$ cat src/rtl/sram_arb_pkg.sv
// sram_arb_pkg: shared types and constants for the SRAM arbiter.
//   state_e  - arbiter FSM states (IDLE / BUSY / DONE)
//   op_e     - latched operation (read / write)
//   ERR_DATA - read data returned when a transaction is abandoned on timeout
package sram_arb_pkg;

   typedef enum logic [1:0] {
      IDLE = 2'd0,
      BUSY = 2'd1,
      DONE = 2'd2
   } state_e;

   typedef enum logic {
      OP_RD = 1'b0,
      OP_WR = 1'b1
   } op_e;

   localparam logic [31:0] ERR_DATA = 32'hDEADBEEF;

   // A write request wins over a simultaneous read request; RdEn is masked.
   function automatic op_e resolve_op(input logic wr_en);
      return wr_en ? OP_WR : OP_RD;
   endfunction

endpackage

$ cat src/rtl/sram_arbiter_if.sv
// sram_arbiter_if: bundles both requester ports, the SRAM controller port
// and the status outputs of the SRAM arbiter.
//   slave  - arbiter view (requests and controller responses in; enables,
//            read data, ready, grant and error out)
//   master - environment view (requesters plus controller), the mirror image
interface sram_arbiter_if #(
   parameter int ADDR_W = 32,
   parameter int DATA_W = 32
);
   logic              m0RdEnIn;
   logic              m0WrEnIn;
   logic [ADDR_W-1:0] m0AddrIn;
   logic [DATA_W-1:0] m0WDataIn;
   logic [DATA_W-1:0] m0RDataOut;
   logic              m0ReadyOut;
   logic              m1RdEnIn;
   logic              m1WrEnIn;
   logic [ADDR_W-1:0] m1AddrIn;
   logic [DATA_W-1:0] m1WDataIn;
   logic [DATA_W-1:0] m1RDataOut;
   logic              m1ReadyOut;
   logic              sRdEnOut;
   logic              sWrEnOut;
   logic [ADDR_W-1:0] sAddrOut;
   logic [DATA_W-1:0] sWDataOut;
   logic [DATA_W-1:0] sRDataIn;
   logic              sReadyIn;
   logic [1:0]        grantOut;
   logic              errOut;

   modport slave (
      input  m0RdEnIn, m0WrEnIn, m0AddrIn, m0WDataIn,
      input  m1RdEnIn, m1WrEnIn, m1AddrIn, m1WDataIn,
      input  sRDataIn, sReadyIn,
      output m0RDataOut, m0ReadyOut, m1RDataOut, m1ReadyOut,
      output sRdEnOut, sWrEnOut, sAddrOut, sWDataOut,
      output grantOut, errOut
   );

   modport master (
      output m0RdEnIn, m0WrEnIn, m0AddrIn, m0WDataIn,
      output m1RdEnIn, m1WrEnIn, m1AddrIn, m1WDataIn,
      output sRDataIn, sReadyIn,
      input  m0RDataOut, m0ReadyOut, m1RDataOut, m1ReadyOut,
      input  sRdEnOut, sWrEnOut, sAddrOut, sWDataOut,
      input  grantOut, errOut
   );
endinterface

$ cat src/rtl/rr_arb2.sv
// rr_arb2: combinational two-way round-robin picker.
//   req_i        - request vector, bit n = port n
//   last_grant_i - index of the port granted most recently
//   grant_o      - one-hot winner, 2'b00 when nobody requests
module rr_arb2 (
   input  logic [1:0] req_i,
   input  logic       last_grant_i,
   output logic [1:0] grant_o
);

   // Pick the single requester, or on a tie the port that did not win last.
   always_comb begin
      grant_o = 2'b00;
      case (req_i)
         2'b01:   grant_o = 2'b01;
         2'b10:   grant_o = 2'b10;
         2'b11:   grant_o = last_grant_i ? 2'b01 : 2'b10;
         default: grant_o = 2'b00;
      endcase
   end

endmodule

$ cat src/rtl/sram_arbiter.sv
// sram_arbiter: shares one SRAM controller between port 0 (MEM stage) and
// port 1 (loader/DMA). One request is latched at a time, the enables are held
// until the controller reports ready, then the owner gets a one-cycle ready
// pulse plus read data; a one-cycle enable gap follows every transaction.
//   clk  - rising-edge clock
//   rst  - asynchronous active-low reset
//   bus  - sram_arbiter_if.slave: both requester ports, controller port,
//          grantOut (one-hot owner) and errOut (sticky timeout flag)
// Optional build macro SRAM_ARB_TIMEOUT_EN: abandons a transaction after
// TIMEOUT_CYCLES busy cycles, returning ERR_DATA and setting errOut.
module sram_arbiter
   import sram_arb_pkg::*;
#(
   parameter int ADDR_W         = 32,
   parameter int DATA_W         = 32,
   parameter int TIMEOUT_CYCLES = 16
) (
   input  logic          clk,
   input  logic          rst,
   sram_arbiter_if.slave bus
);

   // The busy counter is 8 bits wide, so the limit must fit in it.
   if (TIMEOUT_CYCLES < 1 || TIMEOUT_CYCLES > 255) begin : g_bad_timeout
      $error("sram_arbiter: TIMEOUT_CYCLES must be in 1..255");
   end

   state_e            state_q, state_d;
   op_e               op_q, op_d;
   logic [ADDR_W-1:0] addr_q, addr_d;
   logic [DATA_W-1:0] wdata_q, wdata_d;
   logic [DATA_W-1:0] rdata0_q, rdata0_d;
   logic [DATA_W-1:0] rdata1_q, rdata1_d;
   logic [1:0]        grant_q, grant_d;
   logic              last_grant_q, last_grant_d;
   logic [1:0]        req_s;
   logic [1:0]        pick_s;
   logic [1:0]        ready_s;
`ifdef SRAM_ARB_TIMEOUT_EN
   localparam logic [7:0] TO_LAST = 8'(TIMEOUT_CYCLES - 1);
   logic [7:0]        cnt_q, cnt_d;
   logic              err_q, err_d;
`endif

   assign req_s = {bus.m1RdEnIn | bus.m1WrEnIn, bus.m0RdEnIn | bus.m0WrEnIn};

   rr_arb2 u_rr_arb2 (
      .req_i        (req_s),
      .last_grant_i (last_grant_q),
      .grant_o      (pick_s)
   );

   // Next-state logic: grant in IDLE, wait for the controller in BUSY, gap in DONE.
   always_comb begin
      state_d      = state_q;
      op_d         = op_q;
      addr_d       = addr_q;
      wdata_d      = wdata_q;
      rdata0_d     = rdata0_q;
      rdata1_d     = rdata1_q;
      grant_d      = grant_q;
      last_grant_d = last_grant_q;
`ifdef SRAM_ARB_TIMEOUT_EN
      cnt_d        = cnt_q;
      err_d        = err_q;
`endif
      case (state_q)
         IDLE: begin
            if (pick_s[1]) begin
               op_d         = resolve_op(bus.m1WrEnIn);
               addr_d       = bus.m1AddrIn;
               wdata_d      = bus.m1WDataIn;
               grant_d      = 2'b10;
               last_grant_d = 1'b1;
               state_d      = BUSY;
            end else if (pick_s[0]) begin
               op_d         = resolve_op(bus.m0WrEnIn);
               addr_d       = bus.m0AddrIn;
               wdata_d      = bus.m0WDataIn;
               grant_d      = 2'b01;
               last_grant_d = 1'b0;
               state_d      = BUSY;
            end else begin
               state_d      = IDLE;
            end
`ifdef SRAM_ARB_TIMEOUT_EN
            cnt_d = 8'd0;
`endif
         end
         BUSY: begin
            // Requester inputs are not looked at here: a withdrawn request still completes.
            if (bus.sReadyIn) begin
               if (op_q == OP_RD && grant_q[1]) begin
                  rdata1_d = bus.sRDataIn;
               end else if (op_q == OP_RD) begin
                  rdata0_d = bus.sRDataIn;
               end else begin
                  rdata0_d = rdata0_q;
               end
               state_d = DONE;
            end
`ifdef SRAM_ARB_TIMEOUT_EN
            else if (cnt_q == TO_LAST) begin
               if (op_q == OP_RD && grant_q[1]) begin
                  rdata1_d = DATA_W'(ERR_DATA);
               end else if (op_q == OP_RD) begin
                  rdata0_d = DATA_W'(ERR_DATA);
               end else begin
                  rdata0_d = rdata0_q;
               end
               err_d   = 1'b1;
               state_d = DONE;
            end else begin
               cnt_d = cnt_q + 8'd1;
            end
`else
            else begin
               state_d = BUSY;
            end
`endif
         end
         DONE: begin
            // Enables are already low; one idle cycle lets the controller settle.
            state_d = IDLE;
            grant_d = 2'b00;
         end
         default: begin
            state_d = IDLE;
            grant_d = 2'b00;
         end
      endcase
   end

   // Ready per port: not-frozen unless requesting, pulsed for the owner in DONE,
   // held low for a waiting non-owner while the controller is taken.
   always_comb begin
      ready_s = ~req_s;
      for (int i = 0; i < 2; i++) begin
         if (state_q == DONE && grant_q[i]) begin
            ready_s[i] = 1'b1;
         end else if (state_q != IDLE && req_s[i] && !grant_q[i]) begin
            ready_s[i] = 1'b0;
         end else begin
            ready_s[i] = ~req_s[i];
         end
      end
   end

   // State and datapath registers; reset drops the enables immediately.
   always_ff @(posedge clk or negedge rst) begin
      if (!rst) begin
         state_q      <= IDLE;
         op_q         <= OP_RD;
         addr_q       <= '0;
         wdata_q      <= '0;
         rdata0_q     <= '0;
         rdata1_q     <= '0;
         grant_q      <= 2'b00;
         last_grant_q <= 1'b1;
      end else begin
         state_q      <= state_d;
         op_q         <= op_d;
         addr_q       <= addr_d;
         wdata_q      <= wdata_d;
         rdata0_q     <= rdata0_d;
         rdata1_q     <= rdata1_d;
         grant_q      <= grant_d;
         last_grant_q <= last_grant_d;
      end
   end

`ifdef SRAM_ARB_TIMEOUT_EN
   // Busy-cycle counter and sticky timeout flag.
   always_ff @(posedge clk or negedge rst) begin
      if (!rst) begin
         cnt_q <= 8'd0;
         err_q <= 1'b0;
      end else begin
         cnt_q <= cnt_d;
         err_q <= err_d;
      end
   end
   assign bus.errOut = err_q;
`else
   assign bus.errOut = 1'b0;
`endif

   assign bus.sRdEnOut   = (state_q == BUSY) && (op_q == OP_RD);
   assign bus.sWrEnOut   = (state_q == BUSY) && (op_q == OP_WR);
   assign bus.sAddrOut   = addr_q;
   assign bus.sWDataOut  = wdata_q;
   assign bus.m0RDataOut = rdata0_q;
   assign bus.m1RDataOut = rdata1_q;
   assign bus.m0ReadyOut = ready_s[0];
   assign bus.m1ReadyOut = ready_s[1];
   assign bus.grantOut   = grant_q;

endmodule
$ cat src/flat_wrapper.sv
// flat-port wrapper written by rule: the top's interface ports become plain ports
module sram_arbiter_flat import sram_arb_pkg::*;
#(
   parameter int ADDR_W         = 32,
   parameter int DATA_W         = 32,
   parameter int TIMEOUT_CYCLES = 16
)
  (clk, rst, bus_m0RdEnIn, bus_m0WrEnIn, bus_m0AddrIn, bus_m0WDataIn, bus_m1RdEnIn, bus_m1WrEnIn, bus_m1AddrIn, bus_m1WDataIn, bus_sRDataIn, bus_sReadyIn, bus_m0RDataOut, bus_m0ReadyOut, bus_m1RDataOut, bus_m1ReadyOut, bus_sRdEnOut, bus_sWrEnOut, bus_sAddrOut, bus_sWDataOut, bus_grantOut, bus_errOut);
  sram_arbiter_if #(.ADDR_W(ADDR_W), .DATA_W(DATA_W)) bus_i ();
  input  logic clk;
  input  logic rst;
  input wire logic [$bits(bus_i.m0RdEnIn)-1:0] bus_m0RdEnIn;
  input wire logic [$bits(bus_i.m0WrEnIn)-1:0] bus_m0WrEnIn;
  input wire logic [$bits(bus_i.m0AddrIn)-1:0] bus_m0AddrIn;
  input wire logic [$bits(bus_i.m0WDataIn)-1:0] bus_m0WDataIn;
  input wire logic [$bits(bus_i.m1RdEnIn)-1:0] bus_m1RdEnIn;
  input wire logic [$bits(bus_i.m1WrEnIn)-1:0] bus_m1WrEnIn;
  input wire logic [$bits(bus_i.m1AddrIn)-1:0] bus_m1AddrIn;
  input wire logic [$bits(bus_i.m1WDataIn)-1:0] bus_m1WDataIn;
  input wire logic [$bits(bus_i.sRDataIn)-1:0] bus_sRDataIn;
  input wire logic [$bits(bus_i.sReadyIn)-1:0] bus_sReadyIn;
  output wire logic [$bits(bus_i.m0RDataOut)-1:0] bus_m0RDataOut;
  output wire logic [$bits(bus_i.m0ReadyOut)-1:0] bus_m0ReadyOut;
  output wire logic [$bits(bus_i.m1RDataOut)-1:0] bus_m1RDataOut;
  output wire logic [$bits(bus_i.m1ReadyOut)-1:0] bus_m1ReadyOut;
  output wire logic [$bits(bus_i.sRdEnOut)-1:0] bus_sRdEnOut;
  output wire logic [$bits(bus_i.sWrEnOut)-1:0] bus_sWrEnOut;
  output wire logic [$bits(bus_i.sAddrOut)-1:0] bus_sAddrOut;
  output wire logic [$bits(bus_i.sWDataOut)-1:0] bus_sWDataOut;
  output wire logic [$bits(bus_i.grantOut)-1:0] bus_grantOut;
  output wire logic [$bits(bus_i.errOut)-1:0] bus_errOut;
  assign bus_i.m0RdEnIn = bus_m0RdEnIn;
  assign bus_i.m0WrEnIn = bus_m0WrEnIn;
  assign bus_i.m0AddrIn = bus_m0AddrIn;
  assign bus_i.m0WDataIn = bus_m0WDataIn;
  assign bus_i.m1RdEnIn = bus_m1RdEnIn;
  assign bus_i.m1WrEnIn = bus_m1WrEnIn;
  assign bus_i.m1AddrIn = bus_m1AddrIn;
  assign bus_i.m1WDataIn = bus_m1WDataIn;
  assign bus_i.sRDataIn = bus_sRDataIn;
  assign bus_i.sReadyIn = bus_sReadyIn;
  assign bus_m0RDataOut = bus_i.m0RDataOut;
  assign bus_m0ReadyOut = bus_i.m0ReadyOut;
  assign bus_m1RDataOut = bus_i.m1RDataOut;
  assign bus_m1ReadyOut = bus_i.m1ReadyOut;
  assign bus_sRdEnOut = bus_i.sRdEnOut;
  assign bus_sWrEnOut = bus_i.sWrEnOut;
  assign bus_sAddrOut = bus_i.sAddrOut;
  assign bus_sWDataOut = bus_i.sWDataOut;
  assign bus_grantOut = bus_i.grantOut;
  assign bus_errOut = bus_i.errOut;
  sram_arbiter #(.ADDR_W(ADDR_W), .DATA_W(DATA_W), .TIMEOUT_CYCLES(TIMEOUT_CYCLES)) u_core (.clk(clk), .rst(rst), .bus(bus_i));
endmodule
$ cat config.mk
export PLATFORM = sky130hd
export DESIGN_NAME = sram_arbiter_flat
export DESIGN_NICKNAME = d
export VERILOG_FILES = /design/src/rtl/sram_arb_pkg.sv /design/src/rtl/sram_arbiter_if.sv /design/src/rtl/rr_arb2.sv /design/src/rtl/sram_arbiter.sv /design/src/flat_wrapper.sv
export SDC_FILE = /design/constraint.sdc
export NUM_CORES = 1
export LEC_CHECK = 0
export CORE_MARGIN = 8
export CORE_UTILIZATION = 35
export CTS_CLUSTER_SIZE = 16
export DETAILED_ROUTE_END_ITERATION = 7
export PLACE_DENSITY = 0.74
export SYNTH_ARGS = -nofsm -noshare
export SYNTH_HDL_FRONTEND = slang
export SYNTH_SLANG_ARGS = --single-unit
$ cat constraint.sdc
create_clock -name clk -period 1.7 [get_ports clk]
set_input_delay 0.34 -clock clk [delete_from_list [all_inputs] [get_ports clk]]
set_output_delay 0.34 -clock clk [all_outputs]
set_load 0.02 [all_outputs]
==> results.toml <==
[outcome]
status = "finished, violations left"
violations = "setup timing"

[placement]
dp.cells = 983
portBuffers = 300
place_hpwl_um = 16070
gp_congestion = 0.7880

[sta]
timing.fmax_ghz = 0.5614
hold_viol_final = 0
rsz0062_at_grt = "yes"
skew_ns = 0.009282
setup_violations = 69
fin_crit_ns = 1.781
tns_ns = -2.704
drv_slew = 0
finalWorstSetupSlack_ns = -0.08119
finalCritPeriodShare = 1.048

[yosys]
synth_edf_count = 0
ys_types = 30
synthAdderAreaFrac = 0
syn_area_mm2 = 0.006001
syn_nets = 644
synth_xor_area_frac = 0
ys_seq_elements = 134
synth_mux_area_frac = 0.1220
ys_seq_area_frac = 0.5590
syn_area_per_cell_um2 = 12.58
synth_compound_area_frac = 0.2513
postSynthCellCount = 477
synth_top_family_by_area = "compound AO/OA/AOI/OAI gates"
yosys_warnings = 0
async_flop_share = 1.000
synth-main-ff-cell = "dfrtp_1"
synthSimpleGateAreaFrac = 0.02460

[detailed_routing]
drc = 0
routed_wl_um = 24560
first_iter_violations = 369
drtAntennaViolNets = 0
vias = 5691
viasPerCell = 5.493
firstDrtPassIters = 4
wire_per_inst_um = 23.70

[worst_setup_path]
critPathKind = "flip-flop to flip-flop"
r2r_cells = 7
crit_start = "u_core.state_q[1]"
cpPeakStageDelay_ns = 0.40
critPathMaxFanout = 8
critPathCapture = "u_core.bus.m1RDataOut[13]"
r2r_start = "u_core.state_q[1]"
required_ns = 1.99
endpoint_kind = "flip-flop"
r2r-end = "u_core.bus.m1RDataOut[13]"
crit_slowest_cell = "dfrtp_1"
cp-start-kind = "flip-flop"
reg2reg_slack_ns = -0.08
arrival_ns = 2.07
crit_chain = "buf_6, and3b_1, buf_4, nand3b_1, buf_12, clkbuf_16, mux2_4"

[min_path]
hold_path.class = "input pin to async pin"

[clock_tree]
clock-root-buffer = "clkbuf_16"
clock_sinks = 134
numCtsBuffers = 17
path_clk_slew_ns = 0.07
ctsHtreeMaxLevel = 4
clk_path_buf_depth = 2
clk_latency_ns = 0.42
cts_tree = "built"

[floorplanning]
die_height_um = 146.9
fp.coreArea_mm2 = 0.01706
rows = 48
die_area_mm2 = 0.02159
start_util = 0.3518
num_io_pins = 302
die_w_um = 146.9

[final_layout]
synthToLayoutAreaGrowth_pct = 77.29
nNetsFinal = 963
drive_gt1_frac = 0.2386
final_cells = 1036

[power]
vdd.ir_drop.worst_uv = 1159
leakage_nw = 4.551
power.density_mw_per_mm2 = 1751

[global_routing]
antenna_found_initial = 1
grt_pass1_wl_um = 36000
track_usage = 0.2095
grt.overflow.total = 0
grt_max_degree = 46
use_met3 = 0.09443
use_met2 = 0.3355
gr-usage-met1 = 0.2434
grt_pass1_vias = 6233
busiest_layer = "met2"

[run]
max_cap_viol_count = 0
## placed cells by master (no fill, tap or decap), types with 3 or more instances in the layout
master	Yosys	final
o21ai_0	63	62
a2bb2oi_2	0	4
clkinvlp_4	0	4
inv_6	0	5
buf_12	0	16
a311oi_1	64	44
clkdlybuf4s50_1	0	164
clkbuf_16	0	20
a311oi_2	0	20
a2bb2oi_1	64	60
o21ai_1	6	6
dlygate4sd2_1	0	130
and3b_1	3	3
buf_4	1	26
buf_6	4	11
mux2_4	0	64
dfrtp_1	133	132
buf_16	0	3
## flip-flops by register name, summed over array words and instances, names as in the netlist
register               count
u_core.last_grant_q        1
u_core.bus.sAddrOut       32
u_core.op_q                1
u_core.bus.grantOut        2
u_core.bus.sWDataOut      32
u_core.bus.m0RDataOut     32
u_core.bus.m1RDataOut     32
u_core.state_q             2
## through the flow
step | hold slack (ns) | power, mW | setup slack [ns] | instance area, µm² | util
after detailed placement | 0.2269 | 15.13 | -0.3305 | 9494 | 0.5566
final | 0.3514 | 18.63 | -0.08119 | 10640 | 0.6238
after floorplan | 0.04441 | 10.21 | 0.1205 | 6001 | -
after global routing | 0.3544 | 19.53 | -0.1191 | 10640 | 0.6236
after global placement | 0.2244 | 14.89 | -0.2750 | 9494 | 0.5566
after CTS | 0.3453 | 17.99 | -0.1101 | 10150 | 0.5954
## layer usage
layer	vias to the layer above	wire length (µm)	part of all wire
met3	40	2291	0.093
met1	2845	9858	0.40
met2	281	11860	0.48
li1	2525	-	-
met5	-	0	0
met4	0	544	0.022
## final cells by class
type / count / area, µm²
clock buffer: 18 / 429.2
clock inverter: 14 / 143.9
multi-input combinational: 288 / 2824
fill: 1330 / 6417
tap: 225 / 281.5
sequential: 134 / 3356
antenna: 2 / 5.005
timing repair buffer: 355 / 3600
## power breakdown
| part | switching [mW] | leakage, nW | internal [mW] |
|---|---|---|---|
| clock network | 1.54 | 0.268 | 2.06 |
| registers | 0.996 | 1.56 | 4.78 |
| logic | 4.80 | 2.73 | 4.45 |
| total | 7.34 | 4.55 | 11.3 |
## cell usage after synthesis (2+ instances only)
cell type  instances  area share
a2bb2oi_1         64       0.093
o21ai_0           63       0.053
buf_2             12       0.010
buf_6              4      0.0075
nor3b_1            2      0.0025
a311oi_1          64       0.093
buf_1              4      0.0025
dfrtp_1          133        0.55
mux2_2            65        0.12
and3b_1            3      0.0044
clkbuf_1          34       0.021
o21ai_1            6      0.0050
nand2_1            4      0.0025
nor2_1             2      0.0013
a21oi_1            2      0.0017
## cells by family after synthesis
kind of cell | after synthesis
DFF | 134
muxes | 65
and+or+nand+nor | 19
other | 1
buffers and inverters | 55
AOI/OAI and AO/OA | 203
## worst min-delay path by stage
stage | depth (start not counted) | slack, ns | from | end
detailed placement | 1 | 0.23 | rst | u_core.bus.m1RDataOut[9]
global route | 2 | 0.35 | rst | u_core.bus.m1RDataOut[9]
finish | 2 | 0.35 | rst | u_core.bus.m1RDataOut[9]
CTS | 2 | 0.35 | rst | u_core.bus.m1RDataOut[9]
global placement | 1 | 0.22 | rst | u_core.bus.m1RDataOut[9]
floorplan | 0 | 0.04 | rst | u_core.bus.grantOut[0]
## repair_timing
action                     4_1_cts  5_1_grt
hold buffers                     1        0
resized for setup              181       83
hold endpoints to repair        24        0
cloned                           3        4
setup buffers                    6        6
setup endpoints to repair      179       88
pin swaps                        3        5
## worst max-delay path: cells and delay by family, from the launching register on
kind,cells,cell delay [ns]
AND/OR/NAND/NOR,2,0.35
multiplexers,1,0.30
buffers and inverters,4,0.60
flip-flops,1,0.40
(Power assumes the default switching activity.)
==> RTL change: new RTL, same flow settings <==
The option `SRAM_ARB_TIMEOUT_EN` is turned on by a define.
--- a/src/rtl/sram_arbiter.sv
+++ b/src/rtl/sram_arbiter.sv
@@ -8,6 +8,8 @@
 //          grantOut (one-hot owner) and errOut (sticky timeout flag)
 // Optional build macro SRAM_ARB_TIMEOUT_EN: abandons a transaction after
 // TIMEOUT_CYCLES busy cycles, returning ERR_DATA and setting errOut.
+`define SRAM_ARB_TIMEOUT_EN
+
 module sram_arbiter
    import sram_arb_pkg::*;
 #(
Check against the original RTL: same outputs for any inputs over 4 cycles, from zero or initial values and one cycle with rst low; that may be too few to reach the edited logic, so the function may still have changed.
==> RTL change against the original RTL <==
  * Die area up 19%
  * Hold slack better by 0.058 ns
  * Final cell count up 25%
  * Design area up 9.6%
  * Wire length up 4.4%
  * Synthesized area up 21%
  * Worst setup slack better by 0.11 ns
  * Sequential cell count up 9
  * Non-clock buffer count up 13
  * Power up 5.3%
==> RTL change: results (changes against the original RTL) <==
stage;metric;value;unit;change
placement;hpwlAfterDp;18.7;mm;+16%
layout;filler_cell_count;1787;;+34%
timing;finalClockSkew;0.0131;ns;+0.00387 ns
drt;routed_metal_1_wire_length;10.8;mm;+9.5%
drt;drt-total-wl;25.6;mm;+4.4%
grt;use_met3;7.76;%;-1.7 points
worst_setup_path;critPathCapture;bus_sRdEnOut;;
run_status;status;completed;;
placement;detailedPlace.worstSlack;-0.550;ns;-0.219 ns
logic_synthesis;synth.top_cells.by_count;sky130_fd_sc_hd__dfrtp_1 (142), sky130_fd_sc_hd__o21ai_0 (72), sky130_fd_sc_hd__a2bb2oi_1 (64), sky130_fd_sc_hd__a311oi_1 (64), sky130_fd_sc_hd__a21oi_1 (56);;
layout;fraction_of_layout_instances_using_a_drive_strength_above_1;14.2;%;-9.7 points
layout;clk_share;5.10;%;-0.29 points
worst_setup_path;critical_path.reg2reg.endpoint;u_core.bus.m0RDataOut[22];;
placement;place.gp.congestion;0.800;;+1.6%
layout;final_nets;1178;;+22%
logic_synthesis;synth_mux_area_share;9.09;%;-3.1 points
layout;num_antenna_cells;0;;-2
drt;dr_total_vias;6971;;+22%
grt;grt.met1_usage;24.3;%;-0.076 points
floorplan;area_inside_the_core_boundary;20300;um2;+19%
logic_synthesis;postSynthCellCount;691;;+45%
timing;holdWs;0.409;ns;+0.0577 ns
logic_synthesis;post_synth_fa_ha_maj_area_fraction;0.172;%;+0.17 points
layout;register_area;3580;um2;+6.7%
worst_setup_path;reg2reg_from;u_core.state_q[1];;
drt;wl_met2;11.8;mm;-0.87%
timing;timing.final.crit_share;98.3;%;-6.5 points
layout;final_cell_count_no_fill;1293;;+25%
placement;dpl_cell_area;11100;um2;+17%
layout;nonClockInverterCount;50;;+50
layout;nFlopsAndLatches;143;;+6.7%
grt;maximum_number_of_pins_on_one_net_before_global_route_repair;65;;+41%
power_and_ir_drop;vdd_ir_drop_max;1.07;mV;-7.5%
layout;layout.comb_gates.multi_input;430;;+49%
logic_synthesis;synth_seq_area_share;49.3;%;-6.6 points
worst_setup_path;reg2reg_setup_slack;0.03;ns;+0.11 ns
worst_setup_path;critical_path.max_fanout;7;;-1
drt;detail_route.iter0.violations;356;;-3.5%
layout;nNonClkBuffers;368;;+3.7%
layout;layout.clock_buffers;19;;+1
grt;grt_pass1_vias;7313;;+17%
worst_setup_path;timing.critical_path.max_delay_family;flip-flops;;
layout;area_of_the_multi_input_gates;3270;um2;+16%
logic_synthesis;netlist-cell-type-count;42;;+40%
layout;multi_input_gate_share_of_the_layout_cell_area;28.1;%;+1.5 points
==> RTL change: cell count changes after synthesis, moves of 8 or more <==
cell | unedited run | this run
sky130_fd_sc_hd__a21oi_1 | 2 | 56
sky130_fd_sc_hd__inv_1 | 0 | 50
sky130_fd_sc_hd__mux2_2 | 65 | 16
sky130_fd_sc_hd__mux2i_1 | 0 | 48
sky130_fd_sc_hd__nand2b_1 | 0 | 25
sky130_fd_sc_hd__a21o_1 | 0 | 16
sky130_fd_sc_hd__clkbuf_1 | 34 | 43
sky130_fd_sc_hd__dfrtp_1 | 133 | 142
sky130_fd_sc_hd__nand2_1 | 4 | 13
sky130_fd_sc_hd__o21ai_0 | 63 | 72
sky130_fd_sc_hd__and2_1 | 0 | 8
==> RTL change: power by group <==
part	internal [W]	switching [W]
sequential	0.00482	0.000944
combinational	0.00469	0.00539
clock	0.00223	0.00154
